[src/rtl/dmem_arb_pkg.sv]
// Shared definitions for the data-memory arbiter.
//   state_e  : arbiter FSM states (IDLE / BUSY)
//   req_id_e : requester identity (REQ_CPU / REQ_EXT)
//   ADDR_W, DATA_W : memory address and data widths
package dmem_arb_pkg;
    localparam int ADDR_W = 16;
    localparam int DATA_W = 16;

    typedef enum logic {
        IDLE = 1'b0,
        BUSY = 1'b1
    } state_e;

    typedef enum logic {
        REQ_CPU = 1'b0,
        REQ_EXT = 1'b1
    } req_id_e;
endpackage

[src/rtl/dmem_arb_prio.sv]
// Winner selection and starvation counter for the data-memory arbiter.
// Ports:
//   clk, rst_n        : clock, synchronous active-low reset
//   cpu_req_i/ext_req_i : raw requests
//   cpu_ack_i/ext_ack_i : acks currently being presented (requester not eligible)
//   grant_i           : the top accepted winner_o this cycle
//   winner_o          : requester selected by priority
//   grant_valid_o     : winner_o is requesting and eligible this cycle
module dmem_arb_prio
    import dmem_arb_pkg::*;
#(
    parameter int STARVE_LIMIT = 4
) (
    input  logic    clk,
    input  logic    rst_n,
    input  logic    cpu_req_i,
    input  logic    ext_req_i,
    input  logic    cpu_ack_i,
    input  logic    ext_ack_i,
    input  logic    grant_i,
    output req_id_e winner_o,
    output logic    grant_valid_o
);
    localparam int SC_W = $clog2(STARVE_LIMIT + 1);
    localparam logic [SC_W-1:0] LIMIT = SC_W'(STARVE_LIMIT);

    logic [SC_W-1:0] starve_q;

    // Priority is decided on the raw requests; the ack mask only blocks the
    // grant. So while cpu keeps requesting, its ack cycle is an idle slot
    // rather than a free win for ext, and ext only gets in via starvation.
    always_comb begin
        winner_o = REQ_CPU;
        if (ext_req_i && (!cpu_req_i || starve_q == LIMIT)) begin
            winner_o = REQ_EXT;
        end
        if (winner_o == REQ_EXT) begin
            grant_valid_o = ext_req_i && !ext_ack_i;
        end else begin
            grant_valid_o = cpu_req_i && !cpu_ack_i;
        end
    end

    always_ff @(posedge clk) begin
        if (!rst_n) begin
            starve_q <= '0;
        end else if (grant_i) begin
            if (winner_o == REQ_EXT) begin
                starve_q <= '0;
            end else if (ext_req_i && starve_q != LIMIT) begin
                starve_q <= starve_q + 1'b1;
            end
        end
    end
endmodule

[src/rtl/dmem_arbiter.sv]
// Shares a single-port 16-bit data memory between the cpu load/store port
// and an external loader/debug port. Each transaction drives the memory for
// ACC_CYCLES cycles, then pulses a one-cycle ack to the winner.
// Ports:
//   clk, rst_n                 : clock, synchronous active-low reset
//   cpu_req/we/addr/wdata      : cpu request (held until cpu_ack)
//   cpu_rdata, cpu_ack         : cpu read data (held) and completion pulse
//   cpu_stall                  : cpu_req & ~cpu_ack, freezes the PC
//   ext_req/we/addr/wdata      : ext request (held until ext_ack)
//   ext_rdata, ext_ack         : ext read data (held) and completion pulse
//   mem_addr/wdata/we/re       : memory interface, registered
//   mem_rdata                  : memory read data, sampled on last access cycle
//   dbg_state                  : current FSM state for observation
// Handshake: a requester raises req with its we/addr/wdata stable and keeps
// them until it sees its ack for one cycle; ack is never raised without a
// prior granted req, and the two acks are never high together.
module dmem_arbiter
    import dmem_arb_pkg::*;
#(
    parameter int ACC_CYCLES   = 2,
    parameter int STARVE_LIMIT = 4
) (
    input  logic              clk,
    input  logic              rst_n,
    input  logic              cpu_req,
    input  logic              cpu_we,
    input  logic [ADDR_W-1:0] cpu_addr,
    input  logic [DATA_W-1:0] cpu_wdata,
    output logic [DATA_W-1:0] cpu_rdata,
    output logic              cpu_ack,
    output logic              cpu_stall,
    input  logic              ext_req,
    input  logic              ext_we,
    input  logic [ADDR_W-1:0] ext_addr,
    input  logic [DATA_W-1:0] ext_wdata,
    output logic [DATA_W-1:0] ext_rdata,
    output logic              ext_ack,
    output logic [ADDR_W-1:0] mem_addr,
    output logic [DATA_W-1:0] mem_wdata,
    output logic              mem_we,
    output logic              mem_re,
    input  logic [DATA_W-1:0] mem_rdata,
    output state_e            dbg_state
);
    localparam int CNT_W = (ACC_CYCLES > 1) ? $clog2(ACC_CYCLES) : 1;

    state_e            state_q;
    req_id_e           id_q;
    logic              we_q;
    logic [CNT_W-1:0]  cnt_q;
    logic [ADDR_W-1:0] mem_addr_q;
    logic [DATA_W-1:0] mem_wdata_q;
    logic              mem_we_q;
    logic              mem_re_q;
    logic [DATA_W-1:0] cpu_rdata_q;
    logic [DATA_W-1:0] ext_rdata_q;
    logic              cpu_ack_q;
    logic              ext_ack_q;

    req_id_e           winner;
    logic              grant_valid;
    logic              grant;
    logic              sel_we;
    logic [ADDR_W-1:0] sel_addr;
    logic [DATA_W-1:0] sel_wdata;

    assign grant = (state_q == IDLE) && grant_valid;

    dmem_arb_prio #(
        .STARVE_LIMIT (STARVE_LIMIT)
    ) u_prio (
        .clk           (clk),
        .rst_n         (rst_n),
        .cpu_req_i     (cpu_req),
        .ext_req_i     (ext_req),
        .cpu_ack_i     (cpu_ack_q),
        .ext_ack_i     (ext_ack_q),
        .grant_i       (grant),
        .winner_o      (winner),
        .grant_valid_o (grant_valid)
    );

    always_comb begin
        sel_we    = cpu_we;
        sel_addr  = cpu_addr;
        sel_wdata = cpu_wdata;
        if (winner == REQ_EXT) begin
            sel_we    = ext_we;
            sel_addr  = ext_addr;
            sel_wdata = ext_wdata;
        end
    end

    // The memory outputs are registered, so mem_we is set one cycle ahead:
    // on entry when the access is a single cycle, else when cnt is about to
    // reach zero. That yields exactly one write pulse, on the last cycle.
    always_ff @(posedge clk) begin
        if (!rst_n) begin
            state_q     <= IDLE;
            id_q        <= REQ_CPU;
            we_q        <= 1'b0;
            cnt_q       <= '0;
            mem_addr_q  <= '0;
            mem_wdata_q <= '0;
            mem_we_q    <= 1'b0;
            mem_re_q    <= 1'b0;
            cpu_rdata_q <= '0;
            ext_rdata_q <= '0;
            cpu_ack_q   <= 1'b0;
            ext_ack_q   <= 1'b0;
        end else begin
            cpu_ack_q <= 1'b0;
            ext_ack_q <= 1'b0;
            case (state_q)
                IDLE: begin
                    if (grant) begin
                        state_q     <= BUSY;
                        id_q        <= winner;
                        we_q        <= sel_we;
                        cnt_q       <= CNT_W'(ACC_CYCLES - 1);
                        mem_addr_q  <= sel_addr;
                        mem_wdata_q <= sel_wdata;
                        mem_re_q    <= !sel_we;
                        mem_we_q    <= (ACC_CYCLES == 1) ? sel_we : 1'b0;
                    end
                end
                BUSY: begin
                    if (cnt_q != '0) begin
                        cnt_q    <= cnt_q - 1'b1;
                        mem_we_q <= we_q && (cnt_q == CNT_W'(1));
                    end else begin
                        state_q     <= IDLE;
                        mem_addr_q  <= '0;
                        mem_wdata_q <= '0;
                        mem_we_q    <= 1'b0;
                        mem_re_q    <= 1'b0;
                        if (id_q == REQ_EXT) begin
                            ext_ack_q <= 1'b1;
                            if (!we_q) ext_rdata_q <= mem_rdata;
                        end else begin
                            cpu_ack_q <= 1'b1;
                            if (!we_q) cpu_rdata_q <= mem_rdata;
                        end
                    end
                end
                default: state_q <= IDLE;
            endcase
        end
    end

    assign cpu_rdata = cpu_rdata_q;
    assign ext_rdata = ext_rdata_q;
    assign cpu_ack   = cpu_ack_q;
    assign ext_ack   = ext_ack_q;
    assign cpu_stall = cpu_req && !cpu_ack_q;
    assign mem_addr  = mem_addr_q;
    assign mem_wdata = mem_wdata_q;
    assign mem_we    = mem_we_q;
    assign mem_re    = mem_re_q;
    assign dbg_state = state_q;
endmodule

[config.mk]
export PLATFORM = sky130hd
export DESIGN_NAME = dmem_arbiter
export DESIGN_NICKNAME = d
export VERILOG_FILES = /design/src/rtl/dmem_arb_pkg.sv /design/src/rtl/dmem_arb_prio.sv /design/src/rtl/dmem_arbiter.sv
export SDC_FILE = /design/constraint.sdc
export NUM_CORES = 1
export LEC_CHECK = 0
export CORE_ASPECT_RATIO = 0.7
export CORE_UTILIZATION = 43
export DETAILED_ROUTE_END_ITERATION = 6
export GPL_TIMING_DRIVEN = 0
export PLACE_DENSITY = 0.95
export RECOVER_POWER = 25
export SYNTH_ARGS = -nofsm -noshare
export SYNTH_HDL_FRONTEND = slang
export SYNTH_HIERARCHICAL = 1
export SYNTH_SLANG_ARGS = --single-unit
[constraint.sdc]
create_clock -name clk -period 6 [get_ports clk]
set_input_delay 1.2 -clock clk [delete_from_list [all_inputs] [get_ports clk]]
set_output_delay 1.2 -clock clk [all_outputs]
set_load 0.01 [all_outputs]
==> reports/metrics.yaml, run 1 <==
outcome:
  run_status: "complete, no violations"
sta:
  final.period_utilization_pct: 61.3
  final_hold_viol_count: 0
  fin_crit_ps: 3680
  timing_worst_slew_pin_value_ps: 643
  finalSetupTns_ps: 0
  fmaxAchievable_mhz: 272
  final-max-slew-violation-count: 0
  skew_ps: 11.2
  slew_headroom_pct: 57.1
  rsz0062_at_grt: "false"
  setup-violations-final: 0
clocking:
  htreeDepth: 3
  resize_count_post_cts: 0
  sink_count: 75
  ctsRootBufferMaster: "sky130_fd_sc_hd__clkbuf_8"
  cts.hold.buffers_added: 0
  tritoncts: "done"
  numCtsBuffers: 9
  cts-root-to-sink-buffers: 2
  clk_latency_ps: 340
  clkTransAtPathRegs_ps: 80
  cts_post_setup_buffers_inserted: 0
power:
  static-leakage-power_nw: 1.92
  cellPowerDensity_mw_per_mm2: 241
  vdd_ir_drop_max_v: 0.000167
  power.total_w: 0.00121
flow_run:
  cap_violations: 0
critical_path:
  worst_path_most_repeated_cell: "sky130_fd_sc_hd__clkdlybuf4s50_1"
  worst_path_cell_chain: "clkdlybuf4s50_1 > nor2b_1 > clkdlybuf4s50_1"
  critPathRequiredTime_ps: 4800
  critical_path_class: "input pin to output pin"
  worst-path-max-fanout: 5
  critPathArrivalTime_ps: 2480
  cp_endpoint_kind: "output pin"
  critPathMaxStageDelay_ps: 560
  worst_r2r_path_depth: 10
  cp_slowest_cell: "sky130_fd_sc_hd__clkdlybuf4s50_1"
  timing.critical_path.from_type: "input pin"
  critical_path.startpoint: "cpu_req"
  worstReg2RegStart: "u_prio/starve_q[0]$_SDFFE_PN0P_"
hold_path:
  hp-start: "cpu_rdata[1]$_SDFFE_PN0P_"
  holdPathStages: 2
  hold_path_class: "flip-flop to flip-flop"
yosys:
  synth_compound_gate_area_share_pct: 18.3
  yosysWarnings: 6
  number_of_enable_type_register_cells_in_the_synthesized_netlist: 0
  yosys-mux-area-fraction_pct: 10.9
  ys_top_cells_by_count: "75 x sky130_fd_sc_hd__dfxtp_1, 41 x sky130_fd_sc_hd__nand2_1, 33 x sky130_fd_sc_hd__mux2i_1, 33 x sky130_fd_sc_hd__o2bb2ai_1, 18 x sky130_fd_sc_hd__nand3_1"
  synth_fa_ha_area_share_pct: 0.799
  avgSynthCellArea_um2: 10.2
  ys_dominant_reg_cell: "sky130_fd_sc_hd__dfxtp_1"
  synth.distinct_cells: 31
  synth_seq_cells: 75
  synth_fp_nets: 395
  synth-seq-area-share_pct: 47.9
  proportion_of_synthesized_flip_flops_having_asynchronous_set_or_reset_pct: 0
  synth.largest_area_cell: "sky130_fd_sc_hd__dfxtp_1"
  post_synth_and_or_nand_nor_area_fraction_pct: 16.9
  synth.most_common_cell: "sky130_fd_sc_hd__dfxtp_1"
  synth_xor_area_share_pct: 0
  mappedNetlistArea_mm2: 0.00313
  syn-instance-count: 307
  synth_top_cells_by_area: "sky130_fd_sc_hd__dfxtp_1 48%, sky130_fd_sc_hd__mux2i_1 11%, sky130_fd_sc_hd__o2bb2ai_1 9.2%"
  yosys.area.top_type_share_pct: 47.9
  synth_top_family_by_area: "compound AO/OA/AOI/OAI gates"
die:
  initial_core_util_pct: 45.5
  die-height_um: 73.4
  fp.dieArea_mm2: 0.00764
  floorplan.die.width_um: 104
  core_area_mm2: 0.00688
  core.rowCount: 25
  io-pin-count: 156
route:
  avgRoutedWirePerCell_um: 16.0
  post_detailed_route_drc_marker_count: 0
  drt_wl_total_um: 9130
  drtPass1Iterations: 4
  routed-via-count: 2937
  drt-initial-drc-count: 116
  vias_per_cell: 5.13
  antenna_left: 0
global_route:
  grt_pass1_vias: 3024
  overflow: 0
  grt_start_max_net_pins: 14
  globalRouteTotalUtil_pct: 24.5
  grt_first_pass_wirelength_um: 14600
  antenna_found_initial: 0
place:
  globalplace.congestion: 0.824
  place.detailed.hpwl_um: 7090
  placement.io_buffers: 155
finish:
  post_route_cells_drive_above_1_share_pct: 13.4
  final_antenna_diode_count: 0
  num-nets-final: 561
  layout-area-overhead-vs-synth_pct: 60.5
## registers in the layout (all words and copies together), names as in the netlist
register and cells:
ext_ack 1, mem_addr 16, id_q 1, ext_rdata 16, dbg_state 1, we_q 1, cpu_ack 1, mem_we 1
cnt_q 1, u_prio/starve_q 3, mem_re 1, cpu_rdata 16, mem_wdata 16
## layout make-up
type / count / area (µm²)
Sequential cell: 75 / 1500
Timing Repair Buffer: 155 / 1550
Tap cell: 94 / 118
Inverter: 4 / 15.0
Clock buffer: 10 / 138
Buffer: 25 / 149
Multi-Input combinational cell: 203 / 1470
Fill cell: 482 / 1850
Clock inverter: 6 / 88.8
## worst max-delay path: cells and delay by family
kind / cells / cell delay (ps)
and+or+nand+nor: 1 / 160
buffers and inverters: 2 / 1120
## metrics by stage
step,util [%],std cells,instance area [µm²],setup WS (ps),hold slack [ps]
6_report,73.1,572,5030,2320,458
4_1_cts,73.1,572,5030,2320,458
3_5_place_dp,69.8,556,4800,2320,445
2_1_floorplan,-,307,3130,3220,425
5_1_grt,73.1,572,5030,2280,479
3_3_place_gp,69.8,556,4800,2360,443
## layout by cell type, fill, tap and decap left out
cell type / n
sky130_fd_sc_hd__o21ai_2: 16
sky130_fd_sc_hd__clkbuf_1: 9
sky130_fd_sc_hd__or2b_1: 2
sky130_fd_sc_hd__mux2_2: 1
sky130_fd_sc_hd__dfxtp_1: 75
sky130_fd_sc_hd__buf_6: 6
sky130_fd_sc_hd__buf_2: 8
sky130_fd_sc_hd__o2bb2ai_1: 33
sky130_fd_sc_hd__bufinv_16: 2
sky130_fd_sc_hd__a21bo_1: 1
sky130_fd_sc_hd__and4bb_2: 1
sky130_fd_sc_hd__or3_1: 3
sky130_fd_sc_hd__clkinvlp_4: 2
sky130_fd_sc_hd__clkinv_4: 1
sky130_fd_sc_hd__buf_1: 2
sky130_fd_sc_hd__nand3_1: 18
sky130_fd_sc_hd__nor2_1: 4
sky130_fd_sc_hd__clkbuf_8: 10
sky130_fd_sc_hd__o21ai_0: 16
sky130_fd_sc_hd__a21boi_1: 3
sky130_fd_sc_hd__and3_1: 1
sky130_fd_sc_hd__nor2b_1: 3
sky130_fd_sc_hd__nand2_1: 41
sky130_fd_sc_hd__inv_1: 3
sky130_fd_sc_hd__nor3b_4: 1
sky130_fd_sc_hd__nor3b_1: 3
sky130_fd_sc_hd__or4b_1: 1
sky130_fd_sc_hd__and2_1: 1
sky130_fd_sc_hd__o21ai_1: 2
sky130_fd_sc_hd__clkdlybuf4s50_1: 119
sky130_fd_sc_hd__ha_1: 2
sky130_fd_sc_hd__clkinv_2: 1
sky130_fd_sc_hd__mux2i_1: 33
sky130_fd_sc_hd__dlygate4sd3_1: 36
sky130_fd_sc_hd__a31oi_1: 1
sky130_fd_sc_hd__a21boi_0: 2
sky130_fd_sc_hd__inv_2: 1
sky130_fd_sc_hd__nand3_2: 14
## power breakdown
part | internal, W | switching (W) | total, W
clock | 0.000245 | 0.000183 | 0.000428
combinational | 0.000132 | 0.000103 | 0.000235
sequential | 0.000528 | 0.0000190 | 0.000547
## kinds of logic (layout without fill, tap and decap cells)
group | Yosys count | count (layout)
and+or+nand+nor | 93 | 93
AOI/OAI and AO/OA | 74 | 74
adders and majority gates | 2 | 2
DFF | 75 | 75
muxes | 34 | 34
buffers and inverters | 29 | 200
## worst paths after layout
| kind | end | slack [ps] |
|---|---|---|
| min | cpu_rdata[1]$_SDFFE_PN0P_ | 460 |
| max | cpu_stall | 2320 |
| min reg2reg | cpu_rdata[1]$_SDFFE_PN0P_ | 460 |
| max reg2reg | u_prio/starve_q[2]$_SDFFE_PN0P_ | 3520 |
## routing by layer
metal	wire length, µm	vias up	global-route usage (%)
met4	53	0	5.71
met1	3730	1395	26.5
met2	4690	108	46.7
li1	-	1428	-
met5	0	-	0
met3	658	6	8.43
(Power assumes the default switching activity.)
==> run 2: changes to the inputs <==
--- a/config.mk
+++ b/config.mk
@@ -6,10 +6,10 @@
 export NUM_CORES = 1
 export LEC_CHECK = 0
 export CORE_ASPECT_RATIO = 0.7
-export CORE_UTILIZATION = 43
+export CORE_UTILIZATION = 40
 export DETAILED_ROUTE_END_ITERATION = 6
 export GPL_TIMING_DRIVEN = 0
-export PLACE_DENSITY = 0.95
+export PLACE_DENSITY = 0.91
 export RECOVER_POWER = 25
 export SYNTH_ARGS = -nofsm -noshare
 export SYNTH_HDL_FRONTEND = slang
==> constraint.sdc (replaced) <==
create_clock -name clk -period 3.4 [get_ports clk]
set_input_delay 0.68 -clock clk [delete_from_list [all_inputs] [get_ports clk]]
set_output_delay 0.68 -clock clk [all_outputs]
set_load 0.01 [all_outputs]
==> reports/metrics.yaml, run 2 (synthesis gave the netlist of run 1 again) <==
place:
  globalplace.congestion: 0.789
  place.detailed.hpwl_um: 6840
  placed_cell_area_mm2: 0.00481
  placement.io_buffers: 155
sta:
  setup-violations-final: 0
  hold-worst-slack_ps: 459
  final.period_utilization_pct: 81.3
  slew_headroom_pct: 56.6
  rsz0062_at_grt: "false"
  fmaxAchievable_mhz: 362
  timing_worst_slew_pin_value_ps: 651
  skew_ps: 11.9
  finalSetupTns_ps: 0
  final_hold_viol_count: 0
  fin_crit_ps: 2760
  final-max-slew-violation-count: 0
critical_path:
  critPathMaxStageDelay_ps: 550
  worst_path_cell_chain: "clkdlybuf4s50_1 > a21bo_1 > and2_1 > mux2i_1 > or2b_1 > inv_2 > nand2_1 > or3_1 > a21boi_1"
  timing.critical_path.from_type: "input pin"
  cp_endpoint_kind: "flip-flop"
  critPathRequiredTime_ps: 3660
  cp_slowest_cell: "sky130_fd_sc_hd__clkdlybuf4s50_1"
  worst_r2r_path_depth: 10
  critPathArrivalTime_ps: 3030
  critical_path_class: "input pin to flip-flop"
  worst-path-max-fanout: 6
finish:
  final-seq-area_mm2: 0.00150
  final_antenna_diode_count: 0
  post_route_cells_drive_above_1_share_pct: 13.2
  final_common_cell: "sky130_fd_sc_hd__clkdlybuf4s50_1"
  multi_input_comb_area_mm2: 0.00147
  fill_cells: 587
  num-nets-final: 561
  post-route-cell-area_mm2: 0.00502
  mostFrequentLayoutCells: "119 x sky130_fd_sc_hd__clkdlybuf4s50_1, 75 x sky130_fd_sc_hd__dfxtp_1, 41 x sky130_fd_sc_hd__nand2_1"
  layout-area-overhead-vs-synth_pct: 60.4
clocking:
  ctsRootBufferMaster: "sky130_fd_sc_hd__clkbuf_8"
  cts_post_setup_buffers_inserted: 0
  tritoncts: "done"
  clk_latency_ps: 340
  cts-root-to-sink-buffers: 2
  numCtsBuffers: 9
  sink_count: 75
  clkTransAtPathRegs_ps: 80
  resize_count_post_cts: 0
  htreeDepth: 3
  cts.hold.buffers_added: 0
route:
  routed-via-count: 2903
  drt-initial-drc-count: 113
  drt_wl_total_um: 8750
  vias_per_cell: 5.04
  antenna_left: 0
  post_detailed_route_drc_marker_count: 0
  drtPass1Iterations: 5
  avgRoutedWirePerCell_um: 15.2
outcome:
  run_status: "complete, no violations"
die:
  die-height_um: 76.0
  io-pin-count: 156
  initial_core_util_pct: 42.1
  core.rowCount: 26
  fp.dieArea_mm2: 0.00820
  core_area_mm2: 0.00745
  floorplan.die.width_um: 108
global_route:
  globalRouteTotalUtil_pct: 21.4
  grt_start_max_net_pins: 14
  grt_pass1_vias: 2963
  overflow: 0
  grt_first_pass_wirelength_um: 13900
  antenna_found_initial: 0
hold_path:
  hold_path_class: "flip-flop to flip-flop"
  holdPathStages: 1
flow_run:
  cap_violations: 0
power:
  static-leakage-power_nw: 1.91
  cellPowerDensity_mw_per_mm2: 421
  vdd_ir_drop_max_v: 0.000282
## run 2: critical path: cells and delay by family
kind            cells  cell delay [ps]
simple gates        4             1010
compound gates      2              400
mux                 1              260
buf+inv             2              680
## run 2: cell type report
type	instances	share of cell area, %
Multi-Input combinational cell	203	29.2
Buffer	25	2.96
Clock inverter	6	1.79
Sequential cell	75	29.9
Clock buffer	10	2.54
Timing Repair Buffer	155	30.9
Tap cell	98	2.44
Inverter	4	0.299
## run 2: path summary, 6_finish.rpt
check / end / slack, ps / startpoint
setup / recovery: u_prio/starve_q[2]$_SDFFE_PN0P_ / 640 / cpu_req
hold / removal: mem_wdata[9]$_SDFFE_PN0P_ / 460 / mem_wdata[9]$_SDFFE_PN0P_
setup reg to reg: u_prio/starve_q[2]$_SDFFE_PN0P_ / 910 / u_prio/starve_q[0]$_SDFFE_PN0P_
hold reg to reg: mem_wdata[9]$_SDFFE_PN0P_ / 460 / mem_wdata[9]$_SDFFE_PN0P_
## run 2: through the flow
stage / util, % / std cells / power, W / setup WS, ps
2_1_floorplan: - / 307 / 0.00116 / 1140
3_3_place_gp: 64.5 / 560 / 0.00139 / 401
3_5_place_dp: 64.5 / 560 / 0.00141 / 336
4_1_cts: 67.5 / 576 / 0.00215 / 690
5_1_grt: 67.5 / 576 / 0.00222 / 578
6_report: 67.5 / 576 / 0.00211 / 636
## run 2: power by group
part | switching [W] | internal, W
Clock | 0.000323 | 0.000415
Sequential | 0.0000331 | 0.000932
Combinational | 0.000177 | 0.000233
## run 2: metal layers
metal	vias up	routed length, µm	global-route usage (%)
li1	1431	-	-
met1	1356	3760	25.4
met2	108	4240	36.5
met3	8	665	6.84
met4	0	73	6.71
met5	-	0	0
